## src/rtl/multicycle_ctrl_fsm.sv

```systemverilog
// Multi-cycle KGP-miniRISC control sequencer: FETCH/DECODE/EXEC/MEM/WB with
// memory ready handshakes, global stall, sticky memory-timeout error state.
module multicycle_ctrl_fsm #(
    parameter int OPC_W   = 6,
    parameter int TIMEOUT = 16,
    parameter int CNT_W   = 5
) (
    input  logic             clk,
    input  logic             rst,
    input  logic [OPC_W-1:0] opcode,
    input  logic             imem_ready,
    input  logic             dmem_ready,
    input  logic             stall,
    output logic             imem_req,
    output logic             dmem_req,
    output logic             ir_write,
    output logic             pc_inc,
    output logic             branch_en,
    output logic             alu_en,
    output logic             reg_write,
    output logic             mem_read,
    output logic             mem_write,
    output logic [1:0]       reg_dst,
    output logic [1:0]       mem_to_reg,
    output logic             jump_addr,
    output logic             lbl_sel,
    output logic [3:0]       brh_sel,
    output logic [2:0]       alu_op,
    output logic [2:0]       state,
    output logic             instr_done,
    output logic             bus_err
);

    typedef enum logic [2:0] {
        FETCH  = 3'd0,
        DECODE = 3'd1,
        EXEC   = 3'd2,
        MEM    = 3'd3,
        WB     = 3'd4,
        ERROR  = 3'd7
    } state_t;

    typedef enum logic [2:0] {
        C_ALU, C_IMM, C_LOAD, C_STORE, C_BR, C_BRWB
    } class_t;

    localparam logic [CNT_W-1:0] TO_CNT = CNT_W'(TIMEOUT);

    state_t           st;
    class_t           cls;
    logic [CNT_W-1:0] wait_cnt;
    logic [5:0]       op6;

    class_t     dec_cls;
    logic [1:0] dec_reg_dst;
    logic [1:0] dec_m2r;
    logic       dec_ja;
    logic       dec_lbl;
    logic [3:0] dec_brh;
    logic [2:0] dec_aop;

    logic waiting;
    logic ready;
    logic advance;
    logic expire;
    logic fire;

    assign op6 = opcode[OPC_W-1 -: 6];

    // NOTE: every always_comb output gets a default first so no path leaves a latch.
    always_comb begin
        dec_cls     = C_ALU;
        dec_reg_dst = 2'b00;
        dec_m2r     = 2'b10;
        dec_ja      = 1'b0;
        dec_lbl     = 1'b0;
        dec_brh     = 4'b0000;
        dec_aop     = 3'b001;
        if (op6[5:3] == 3'b100) begin
            dec_cls = (op6 == 6'b100101) ? C_BRWB : C_BR;
            dec_m2r = 2'b00;
            dec_brh = {1'b1, op6[2:0]};
            dec_ja  = (op6 == 6'b100001);
            dec_lbl = (op6 inside {6'b100010, 6'b100011, 6'b100100});
            if (op6 == 6'b100101) dec_reg_dst = 2'b10;
        end else begin
            case (op6)
                6'b010000: dec_aop = 3'b000;
                6'b000000: begin
                    dec_cls     = C_LOAD;
                    dec_reg_dst = 2'b01;
                    dec_m2r     = 2'b01;
                    dec_aop     = 3'b011;
                end
                6'b000001: begin
                    dec_cls = C_STORE;
                    dec_m2r = 2'b01;
                    dec_aop = 3'b011;
                end
                6'b110010: begin dec_cls = C_IMM; dec_aop = 3'b100; end
                6'b110001: begin dec_cls = C_IMM; dec_aop = 3'b010; end
                default: ;
            endcase
        end
    end

    // A ready seen during stall is ignored; the memory keeps it high until accepted.
    assign waiting = (st == FETCH) || (st == MEM);
    assign ready   = (st == FETCH) ? imem_ready : dmem_ready;
    assign advance = !stall && (waiting ? ready : (st inside {DECODE, EXEC, WB}));
    assign expire  = waiting && !ready && (TIMEOUT != 0) && (wait_cnt == TO_CNT);

    // NOTE: strobes are Mealy so they can be squashed by stall in the same cycle.
    assign fire       = !rst && advance;
    assign imem_req   = !rst && (st == FETCH);
    assign dmem_req   = !rst && (st == MEM);
    assign mem_read   = dmem_req && (cls == C_LOAD);
    assign mem_write  = dmem_req && (cls == C_STORE);
    assign ir_write   = fire && (st == FETCH);
    assign pc_inc     = fire && (st == FETCH);
    assign alu_en     = fire && (st == EXEC) && (cls inside {C_ALU, C_IMM, C_LOAD, C_STORE});
    assign branch_en  = fire && (st == EXEC) && (cls inside {C_BR, C_BRWB});
    assign reg_write  = fire && (st == WB);
    assign instr_done = fire && ((st == WB) || (st == EXEC && cls == C_BR) ||
                                 (st == MEM && cls == C_STORE));
    assign state      = st;

    // NOTE: sequential state uses non-blocking assignments only.
    always_ff @(posedge clk or posedge rst) begin
        if (rst) begin
            st         <= FETCH;
            cls        <= C_ALU;
            wait_cnt   <= '0;
            bus_err    <= 1'b0;
            reg_dst    <= 2'b00;
            mem_to_reg <= 2'b00;
            jump_addr  <= 1'b0;
            lbl_sel    <= 1'b0;
            brh_sel    <= 4'b0000;
            alu_op     <= 3'b000;
        end else begin
            case (st)
                FETCH, MEM: begin
                    if (advance) begin
                        wait_cnt <= '0;
                        if (st == FETCH)        st <= DECODE;
                        else if (cls == C_LOAD) st <= WB;
                        else                    st <= FETCH;
                    end else if (expire) begin
                        wait_cnt <= '0;
                        st       <= ERROR;
                        bus_err  <= 1'b1;
                    end else if (!ready && TIMEOUT != 0) begin
                        wait_cnt <= wait_cnt + 1'b1;
                    end
                end
                DECODE: if (!stall) begin
                    st         <= EXEC;
                    cls        <= dec_cls;
                    reg_dst    <= dec_reg_dst;
                    mem_to_reg <= dec_m2r;
                    jump_addr  <= dec_ja;
                    lbl_sel    <= dec_lbl;
                    brh_sel    <= dec_brh;
                    alu_op     <= dec_aop;
                end
                EXEC: if (!stall) begin
                    case (cls)
                        C_LOAD, C_STORE: st <= MEM;
                        C_BR:            st <= FETCH;
                        default:         st <= WB;
                    endcase
                end
                WB:      if (!stall) st <= FETCH;
                ERROR:   st <= ERROR;
                default: st <= FETCH;
            endcase
        end
    end

endmodule
```

## config.mk

```make
export PLATFORM = sky130hd
export DESIGN_NAME = multicycle_ctrl_fsm
export DESIGN_NICKNAME = d
export VERILOG_FILES = /design/src/rtl/multicycle_ctrl_fsm.sv
export SDC_FILE = /design/constraint.sdc
export NUM_CORES = 1
export LEC_CHECK = 0
export ABC_AREA = 1
export ABC_CLOCK_PERIOD_IN_PS = 1480
export BUFFER_PORTS_ARGS = -buffer_cell sky130_fd_sc_hd__buf_4
export CAP_MARGIN = 20
export CORE_MARGIN = 2
export CORE_UTILIZATION = 30
export CTS_CLUSTER_SIZE = 30
export DETAILED_ROUTE_END_ITERATION = 12
export GPL_ROUTABILITY_DRIVEN = 0
export SLEW_MARGIN = 20
export SYNTH_ARGS = -nofsm -noshare
export SYNTH_HDL_FRONTEND = slang
export SYNTH_SLANG_ARGS = --single-unit
```

## constraint.sdc

```tcl
create_clock -name clk -period 1.48 [get_ports clk]
set_input_delay 0.148 -clock clk [delete_from_list [all_inputs] [get_ports clk]]
set_output_delay 0.148 -clock clk [all_outputs]
set_load 0.03 [all_outputs]
```

==> summary.md <==
| Metric | Value |
|---|---|
| Status | `complete, but fails checks` |
| Violated checks | `setup timing` |
| Core area | `0.00441 mm²` |
| I/O Buffers | `37` |
| Fin crit share | `1.23` |
| Sink Count | `23` |
| All-layer global routing usage | `0.159` |
| Crit path time final | `1820 ps` |
| Num ports | `38` |
| Worst Path Buf+Inv | `2` |
| DIE AREA | `0.00519 mm²` |
| # DRC | `0` |
| Power per cell area | `1820 mW/mm²` |
| Yosys Warn Count | `0` |
| Max Fclk | `0.549 GHz` |
| Post-route clock skew | `2.02 ps` |
| CTS Buf Count | `3` |
| Biggest register | `wait_cnt` |
| Most used cell, CP | `nand2_4` |
| Initial Utilization | `0.315` |
| Crit end category | `output pin` |
| Max rail drop VDD | `0.000768 V` |
| Worst path arrival time | `1670 ps` |
| Final Net Count | `282` |
| Critical path data required time | `1330 ps` |
| CP Launch Type | `flip-flop` |
| Post-DP Area | `0.00198 mm²` |
| Antenna Violating Nets Remaining | `0` |
| Number of core rows | `24` |
| Max-cap violations | `0` |
| Root Buffer | `clkbuf_8` |
| Antenna violations before repair | `0` |
| Die Wd | `72.0 µm` |
| Slowest CP cell | `dfrtp_2` |
| Fill count | `418` |
| Wire length per cell | `12.4 µm` |
| Gr ovfl total | `0` |
| Synthesized cell area | `0.00139 mm²` |
| P_leak | `1.22 nW` |
| Global-route wire length before repair | `6590 µm` |
| H-tree Lvls | `1` |
| Total negative slack | `-3270 ps` |
| RSZ-0062 raised after global routing | `true` |
| Setup CP Type | `reg -> out` |
| Largest net degree at the start of global routing | `18` |
| Library cells used by synthesis | `24` |
| Hold Vio Cnt, Final | `0` |
| Post-Syn Nets | `203` |
| Post-detail-place hpwl | `2910 µm` |
| Vias per cell | `4.75` |
| Design area | `0.00235 mm²` |
| Hold Path Class | `in -> async` |
| Top Registers | `wait_cnt: 5 flops, brh_sel: 4 flops` |
| Die height | `72.0 µm` |
| Sequential fraction of the synthesis area | `0.414` |
| Area Growth Syn to Fin | `69.1%` |
| CP Cell Sequence | `nor2_4 > nand2_4 > nand2_4 > nand2_4 > nand2_4 > buf_6 > nand3_4 > a31oi_4 > buf_6` |
| Crit path max fanout | `5` |
| Antenna cells | `0` |
| R2R setup slack | `-80 ps` |
| Clk slew on worst S/H paths | `90 ps` |
| Share of cells above drive strength 1 | `0.474` |
| Crit path max-delay family | `simple AND/OR/NAND/NOR gates` |
| Initial DRC count | `68` |
| Syn avg cell area | `7.31 µm²` |
| CTS tree | `done` |
| Final setup viols | `21` |
| Max reg flops | `5` |
| Hold WS | `29.1 ps` |
| Slew HR | `0.747` |
| Router iterations before antenna repair | `4` |
| Vias in the first global route | `1481` |
| Flops & latches, synth | `23` |
| Slew Viols, Final | `0` |
| Overall Power | `0.00426 W` |
| Clock Tree Buf Depth | `2` |
| Critical Path Max Stage Delay | `460 ps` |
| Hold_buf cts | `0` |
| Mapped Cells | `190` |
| Clock latency on the worst-skew pair | `260 ps` |
| DR vias | `1519` |
| Total routed wirelength | `3980 µm` |
| Worst-Margin Slew | `376 ps` |
| PnR worst setup slack | `-340 ps` |
metal layers:
| metal | global-route usage | vias up | routed length [µm] |
|---|---|---|---|
| li1 | - | 775 | - |
| met1 | 0.210 | 698 | 1760 |
| met2 | 0.277 | 42 | 2000 |
| met3 | 0.0333 | 4 | 195 |
| met4 | 0.0189 | 0 | 25 |
| met5 | 0 | - | 0 |
placed cells by master (no fill, tap or decap), drive strengths merged, types with 2 or more instances in the layout:
cell type / synthesis / routed
buf: 4 / 78
ha: 2 / 2
inv: 25 / 25
o211ai: 2 / 2
nand2: 52 / 52
nor2: 22 / 22
clkbuf: 0 / 3
xor2: 3 / 3
nor3: 6 / 6
nand4: 8 / 8
a21oi: 3 / 3
dfrtp: 23 / 23
nand3b: 2 / 2
o21ai: 14 / 14
nand3: 21 / 21
path summary, 6_finish.rpt:
check / to / from / depth (start not counted)
setup / recovery: instr_done / state[0] / 9
hold / removal: bus_err / rst / 3
setup reg to reg: wait_cnt[4] / state[0] / 10
hold reg to reg: bus_err / bus_err / 2
max in group asynchronous: state[2] / rst / 3
min in group clk: brh_sel[0] / opcode[0] / 3
stage by stage:
stage / cells / worst slack (ps) / util
detailed placement: 300 / -103 / 0.449
floorplan: 190 / -223 / -
finish: 320 / -340 / 0.532
global placement: 300 / -92.6 / 0.449
global route: 320 / -418 / 0.532
CTS: 312 / -381 / 0.497
cells by family (layout without fill, tap and decap cells):
kind of cell               Yosys count  count (layout)  share of synthesized area
xor gates and xnor gates             3               3                     0.0189
adders and majority gates            2               2                     0.0180
and+or+nand+nor                    112             112                      0.377
buffers and inverters               29             107                     0.0892
AOI/OAI and AO/OA                   21              21                     0.0820
DFF                                 23              23                      0.414
worst register-to-register path, delay by kind of cell, from the launching register on:
kind,cells,cell delay [ps]
DFF,1,460
and+or+nand+nor,7,660
buffers and inverters,3,350
report_power, final:
group	switching (W)	internal, W	leakage [nW]
sequential	0.000184	0.000808	0.297
combinational	0.00156	0.00130	0.897
clock	0.000219	0.000190	0.0217
layout make-up:
cell class                      instances  area, µm²  share of cell area
Multi-Input combinational cell        138        903               0.385
Timing Repair Buffer                   78        651               0.277
Sequential cell                        23        579               0.247
Inverter                               25        101              0.0432
Tap cell                               52       65.1              0.0277
Clock buffer                            3       41.3              0.0176
Clock inverter                          1       7.51             0.00320
repair_timing:
action,CTS,global route
buffers inserted,8,9
resized for setup,26,30
pin swaps,9,6
endpoints found under the setup margin,18,31
synth_stat cells, drive strengths merged:
master | number | area, µm²
xor2 | 3 | 26.3
o211ai | 2 | 15.0
o21bai | 1 | 7.51
a21oi | 3 | 15.0
o21ai | 14 | 70.1
ha | 2 | 25.0
a31oi | 1 | 6.26
dfrtp | 23 | 576
buf | 4 | 27.5
nand2 | 52 | 223
nor3 | 6 | 30.0
nand3 | 21 | 105
nand4 | 8 | 50.1
nor2 | 22 | 95.1
and2 | 1 | 6.26
inv | 25 | 96.3
nand3b | 2 | 15.0
Note: power is estimated with default switching activity, not from simulation.
